===== src/rtl/wb_rr_arbiter.sv =====
// Round-robin Wishbone B4 classic arbiter: NM masters share one slave, grant locked per cyc,
// with a watchdog that answers a silent slave with err and then cuts the cycle.
module wb_rr_arbiter #(
  parameter int NM      = 3,
  parameter int TIMEOUT = 255,
  parameter int TW      = 8
) (
  input  logic              wb_clk,
  input  logic              wb_rst_n,
  input  logic [NM*32-1:0]  wbm_adr_i,
  input  logic [NM*32-1:0]  wbm_dat_i,
  input  logic [NM*4-1:0]   wbm_sel_i,
  input  logic [NM-1:0]     wbm_we_i,
  input  logic [NM-1:0]     wbm_cyc_i,
  input  logic [NM-1:0]     wbm_stb_i,
  output logic [31:0]       wbm_rdt_o,
  output logic [NM-1:0]     wbm_ack_o,
  output logic [NM-1:0]     wbm_err_o,
  output logic [31:0]       wbs_adr_o,
  output logic [31:0]       wbs_dat_o,
  output logic [3:0]        wbs_sel_o,
  output logic              wbs_we_o,
  output logic              wbs_cyc_o,
  output logic              wbs_stb_o,
  input  logic [31:0]       wbs_rdt_i,
  input  logic              wbs_ack_i,
  input  logic              wbs_err_i,
  output logic [NM-1:0]     grant_o,
  output logic              timeout_o
);

  localparam int              LW          = (NM > 1) ? $clog2(NM) : 1;
  localparam logic [LW-1:0]   LP_LAST_RST = LW'(NM - 1);
  localparam logic            LP_WDOG_EN  = (TIMEOUT > 0);
  localparam logic [TW-1:0]   LP_LIMIT    = (TIMEOUT > 0) ? TW'(TIMEOUT - 1) : {TW{1'b0}};
  localparam logic [TW-1:0]   LP_SAT      = {TW{1'b1}};
  localparam logic [NM-1:0]   LP_ONE      = {{(NM-1){1'b0}}, 1'b1};

  typedef enum logic [0:0] {
    ST_IDLE = 1'b0,
    ST_BUSY = 1'b1
  } state_t;

  state_t        r_state, w_state_nxt;
  logic [NM-1:0] r_grant, w_grant_nxt;
  logic [LW-1:0] r_gidx, w_gidx_nxt;
  logic [LW-1:0] r_last, w_last_nxt;
  logic [TW-1:0] r_cnt, w_cnt_nxt;
  logic          r_abort, w_abort_nxt;
  logic [LW-1:0] w_pick;
  logic          w_found;
  logic          w_busy, w_cyc, w_stb, w_expire;

  // Gating with wb_rst_n makes the slave cycle drop in the same instant reset asserts.
  assign w_busy   = (r_state == ST_BUSY) & wb_rst_n;
  assign w_cyc    = w_busy & wbm_cyc_i[r_gidx] & ~r_abort;
  assign w_stb    = w_cyc & wbm_stb_i[r_gidx];
  assign w_expire = LP_WDOG_EN & w_stb & ~wbs_ack_i & ~wbs_err_i & (r_cnt == LP_LIMIT);

  // Rotating search starting just after the last served master.
  always_comb begin
    w_pick  = r_last;
    w_found = 1'b0;
    for (int i = NM; i >= 1; i--) begin
      int idx;
      idx     = (int'(r_last) + i) % NM;
      w_pick  = wbm_cyc_i[idx] ? LW'(idx) : w_pick;
      w_found = w_found | wbm_cyc_i[idx];
    end
  end

  // Arbitration state, grant lock, abort and watchdog next-state.
  always_comb begin
    w_state_nxt = r_state;
    w_grant_nxt = r_grant;
    w_gidx_nxt  = r_gidx;
    w_last_nxt  = r_last;
    w_abort_nxt = r_abort;
    w_cnt_nxt   = {TW{1'b0}};
    case (r_state)
      ST_IDLE: begin
        w_abort_nxt = 1'b0;
        if (w_found) begin
          w_state_nxt = ST_BUSY;
          w_grant_nxt = LP_ONE << w_pick;
          w_gidx_nxt  = w_pick;
        end else begin
          w_grant_nxt = {NM{1'b0}};
        end
      end
      ST_BUSY: begin
        if (!wbm_cyc_i[r_gidx]) begin
          w_state_nxt = ST_IDLE;
          w_last_nxt  = r_gidx;
          w_grant_nxt = {NM{1'b0}};
          w_abort_nxt = 1'b0;
        end else begin
          w_abort_nxt = r_abort | w_expire;
          if (w_stb && !wbs_ack_i && !wbs_err_i && LP_WDOG_EN) begin
            w_cnt_nxt = (r_cnt == LP_SAT) ? r_cnt : r_cnt + 1'b1;
          end else begin
            w_cnt_nxt = {TW{1'b0}};
          end
        end
      end
      default: begin
        w_state_nxt = ST_IDLE;
        w_grant_nxt = {NM{1'b0}};
        w_abort_nxt = 1'b0;
      end
    endcase
  end

  // State registers.
  always_ff @(posedge wb_clk or negedge wb_rst_n) begin
    if (!wb_rst_n) begin
      r_state <= ST_IDLE;
      r_grant <= {NM{1'b0}};
      r_gidx  <= {LW{1'b0}};
      r_last  <= LP_LAST_RST;
      r_cnt   <= {TW{1'b0}};
      r_abort <= 1'b0;
    end else begin
      r_state <= w_state_nxt;
      r_grant <= w_grant_nxt;
      r_gidx  <= w_gidx_nxt;
      r_last  <= w_last_nxt;
      r_cnt   <= w_cnt_nxt;
      r_abort <= w_abort_nxt;
    end
  end

  // Slave-side mux from the granted master and per-master response steering.
  always_comb begin
    wbs_adr_o = 32'h0;
    wbs_dat_o = 32'h0;
    wbs_sel_o = 4'h0;
    wbs_we_o  = 1'b0;
    wbm_ack_o = {NM{1'b0}};
    wbm_err_o = {NM{1'b0}};
    if (w_busy) begin
      wbs_adr_o = wbm_adr_i[int'(r_gidx)*32 +: 32];
      wbs_dat_o = wbm_dat_i[int'(r_gidx)*32 +: 32];
      wbs_sel_o = wbm_sel_i[int'(r_gidx)*4 +: 4];
      wbs_we_o  = wbm_we_i[r_gidx];
      wbm_ack_o[r_gidx] = wbs_ack_i & w_cyc;
      wbm_err_o[r_gidx] = (wbs_err_i & w_cyc) | w_expire;
    end else begin
      wbs_we_o = 1'b0;
    end
  end

  assign wbs_cyc_o = w_cyc;
  assign wbs_stb_o = w_stb;
  assign wbm_rdt_o = wbs_rdt_i;
  assign grant_o   = r_grant;
  assign timeout_o = w_expire;

endmodule


===== config.mk =====
export PLATFORM = sky130hd
export DESIGN_NAME = wb_rr_arbiter
export DESIGN_NICKNAME = d
export VERILOG_FILES = /design/src/rtl/wb_rr_arbiter.sv
export SDC_FILE = /design/constraint.sdc
export NUM_CORES = 1
export LEC_CHECK = 0
export ABC_AREA = 1
export CAP_MARGIN = 20
export CORE_AREA = 3 3 139 141
export CTS_CLUSTER_SIZE = 16
export DETAILED_ROUTE_END_ITERATION = 8
export DIE_AREA = 0 0 142 144
export DONT_BUFFER_PORTS = 1
export GPL_TIMING_DRIVEN = 0
export PLACE_DENSITY_LB_ADDON = 0.25
export SKIP_LAST_GASP = 1
export SYNTH_ARGS = -nofsm -noshare
export SYNTH_HDL_FRONTEND = slang
export SYNTH_SLANG_ARGS = --single-unit

===== constraint.sdc =====
create_clock -name wb_clk -period 4.75 [get_ports wb_clk]
set_clock_uncertainty 0.1 [all_clocks]
set_input_delay 0.95 -clock wb_clk [delete_from_list [all_inputs] [get_ports wb_clk]]
set_output_delay 0.95 -clock wb_clk [all_outputs]
set_load 0.02 [all_outputs]

==> results.json <==
{
  "status": "finished clean",
  "ir_worst_vdd_uv": 139.5,
  "layout.nets": 837,
  "gp_congestion": 0.7988,
  "yosys_warnings": 0,
  "intPower_mw": 0.6071,
  "h-tree-depth": 1,
  "min_period_over_period": 0.7662,
  "synth_seq_cells": 17,
  "routedWlPerCell_um": 19.93,
  "p_per_area_nw_per_um2": 541.8,
  "regToRegSetupSlack_ns": 2.50,
  "finalHoldViolCount": 0,
  "drt-initial-drc-count": 244,
  "p_leak_nw": 1.745,
  "holdWs_ns": 0.2896,
  "viasPerCell": 4.624,
  "max_freq_ghz": 0.2748,
  "cts_tree": "built",
  "reg2reg_depth": 8,
  "cts_setup_buffers": 0,
  "grt_use_met1": 0.1817,
  "rsz0062_at_grt": "no",
  "use_met2": 0.2499,
  "synth_area_sq_um": 2958,
  "ant_nets": 0,
  "vias": 3755,
  "slew_headroom": 0.4360,
  "cp-end-kind": "output pin",
  "io_buffers": 0,
  "cts.sinks": 17,
  "antenna_cells": 0,
  "power_frac_clock": 0.096,
  "numCtsBuffers": 3,
  "cp-startpoint": "r_gidx[0]$_DFFE_PN0P_",
  "antenna_found_initial": 0,
  "switching_share": 0.6632,
  "ioPinCount": 362,
  "endpoint": "wbs_dat_o[3]",
  "start_util": 0.1635,
  "drc": 0,
  "final_core_util": 0.1840,
  "hold_class": "in2async",
  "setup_viol": 0,
  "worstSetupPathType": "reg2out",
  "row_count": 49,
  "drive_gt1_frac": 0.08405,
  "power_switching_mw": 1.195,
  "placed_cells": 808,
  "reg2reg_from": "r_gidx[1]$_DFFE_PN0P_",
  "worstPathRequired_ns": 3.70,
  "drv_cap": 0,
  "core-area_sq_um": 18090,
  "grt_pass1_wl_um": 21730,
  "timing.rr.end": "r_cnt[2]$_DFFE_PN0P_",
  "grt_busiest_layer": "met2",
  "cts_hold_buf": 0,
  "clkTransAtPathRegs_ns": 0.06,
  "crit_arrival_ns": 2.59,
  "syn-num-nets": 832,
  "slew_viol_final": 0,
  "ys_seq_area_frac": 0.1442,
  "final_cells": 812,
  "cp_max_fo": 10,
  "max-clock-path-buffers": 2,
  "synthCells": 579,
  "syn_area_per_cell_sq_um": 5.109,
  "use_met3": 0.01653,
  "worst_pin_slew_ns": 0.8421,
  "cts_root_buf": "clkbuf_16",
  "pwr-share-seq": 0.115,
  "die_w_um": 142,
  "fin_crit_ns": 3.640,
  "syn2layout_area_growth_pct": 12.48,
  "track_usage": 0.1397,
  "power_frac_comb": 0.790,
  "clk_latency_ns": 0.25,
  "grt_pass1_vias": 3543,
  "die_h_um": 144,
  "postCtsResizedCells": 0,
  "drtPass1Iterations": 4,
  "dieArea_sq_um": 20450,
  "start_kind": "flip-flop",
  "wirelength_um": 16190,
  "overflow": 0,
  "grt_start_max_net_pins": 19,
  "tns_ns": 0,
  "dpl.hpwl_um": 13860,
  "ys_types": 23
}
[state kept, by name, summed over array words and instances (netlist names)]
| name | cells |
|---|---|
| r_state | 1 |
| r_cnt | 8 |
| r_last | 2 |
| r_abort | 1 |
| grant_o | 3 |
| r_gidx | 2 |
[worst min-delay path by stage]
| stage | to | from | slack [ns] |
|---|---|---|---|
| after floorplan | r_last[1]$_DFFE_PN1P_ | r_last[1]$_DFFE_PN1P_ | 0.40 |
| after global placement | r_abort$_DFF_PN0_ | r_abort$_DFF_PN0_ | 0.41 |
| after detailed placement | r_abort$_DFF_PN0_ | r_abort$_DFF_PN0_ | 0.42 |
| after CTS | grant_o[0]$_DFFE_PN0P_ | wb_rst_n | 0.29 |
| after global routing | grant_o[0]$_DFFE_PN0P_ | wb_rst_n | 0.28 |
| final | grant_o[0]$_DFFE_PN0P_ | wb_rst_n | 0.29 |
[power by group through the flow]
stage	clock network, mW	registers [mW]	logic [mW]
3_3_place_gp	0	0.209	1.46
5_1_grt	0.183	0.211	1.60
4_1_cts	0.176	0.207	1.46
3_5_place_dp	0	0.209	1.46
2_1_floorplan	0	0.205	1.04
6_report	0.173	0.206	1.42
[metal layers]
layer	up-vias	routed length (um)	share of wire
met5	-	0	0
met4	0	267	0.016
met3	12	1082	0.067
met2	218	8242	0.51
met1	1724	6593	0.41
li1	1801	-	-
[final cells by class]
cell class,instances,area [sq um]
Clock inverter,1,7.507
Buffer,62,354.1
Multi-Input combinational cell,437,1941
Inverter,63,236.5
Sequential cell,17,426.7
Tap cell,229,286.5
Fill cell,2156,14760
Clock buffer,3,75.07
[Yosys cell counts]
master,n,share of area
buf_4,32,0.081
inv_1,58,0.074
o21ai_0,6,0.010
nand3_2,1,0.0034
nor3_1,1,0.0017
xnor2_1,2,0.0059
buf_2,1,0.0017
a21oi_1,10,0.017
nor2_1,14,0.018
o21ai_1,4,0.0068
nand4_1,1,0.0021
dfrtp_1,16,0.14
buf_1,9,0.011
xor2_1,3,0.0089
nand2_1,250,0.32
clkbuf_1,20,0.025
nor2_2,3,0.0063
ha_1,4,0.017
dfstp_2,1,0.0089
inv_2,5,0.0063
a31oi_1,12,0.025
nand3_1,124,0.21
nor3_2,2,0.0068
[stage by stage]
| step | total power [mW] | area (sq um) | setup slack, ns |
|---|---|---|---|
| 3_3_place_gp | 1.672 | 3244 | 1.072 |
| 5_1_grt | 1.995 | 3327 | 0.6949 |
| 4_1_cts | 1.846 | 3327 | 0.7866 |
| 3_5_place_dp | 1.668 | 3244 | 1.078 |
| 6_report | 1.803 | 3327 | 1.110 |
| 2_1_floorplan | 1.248 | 2958 | 1.654 |
[cell usage in the layout, fill, tap and decap left out, types with 2 or more instances in the layout]
cell       Yosys  routed
inv_2          5       5
xnor2_1        2       2
a31oi_1       12      12
nor2_1        14      14
ha_1           4       4
nor2_2         3       3
dfrtp_1       16      16
nor3_2         2       2
xor2_1         3       3
buf_4         32      32
nand3_1      124     124
a21oi_1       10      10
o21ai_0        6       6
o21ai_1        4       4
inv_1         58      58
buf_1          9       9
clkbuf_16      0       3
clkbuf_1      20      20
nand2_1      250     250
[kinds of logic (layout without fill, tap and decap cells)]
| group | Yosys count | after routing | share of synthesized area |
|---|---|---|---|
| fa+ha+maj | 4 | 4 | 0.01692 |
| simple gates | 396 | 396 | 0.5651 |
| xor+xnor | 5 | 5 | 0.01481 |
| flops | 17 | 17 | 0.1442 |
| buf+inv | 125 | 129 | 0.1997 |
| compound gates | 32 | 32 | 0.05922 |
[worst max-delay path, stage by stage, from the launching register on]
cell      delay (ns)
dfrtp_1         0.41
inv_2           0.08
nor2_2          0.40
clkbuf_1        0.65
nand2_1         0.11
a31oi_1         0.68
No activity file was read; power rests on OpenSTA's default activity.
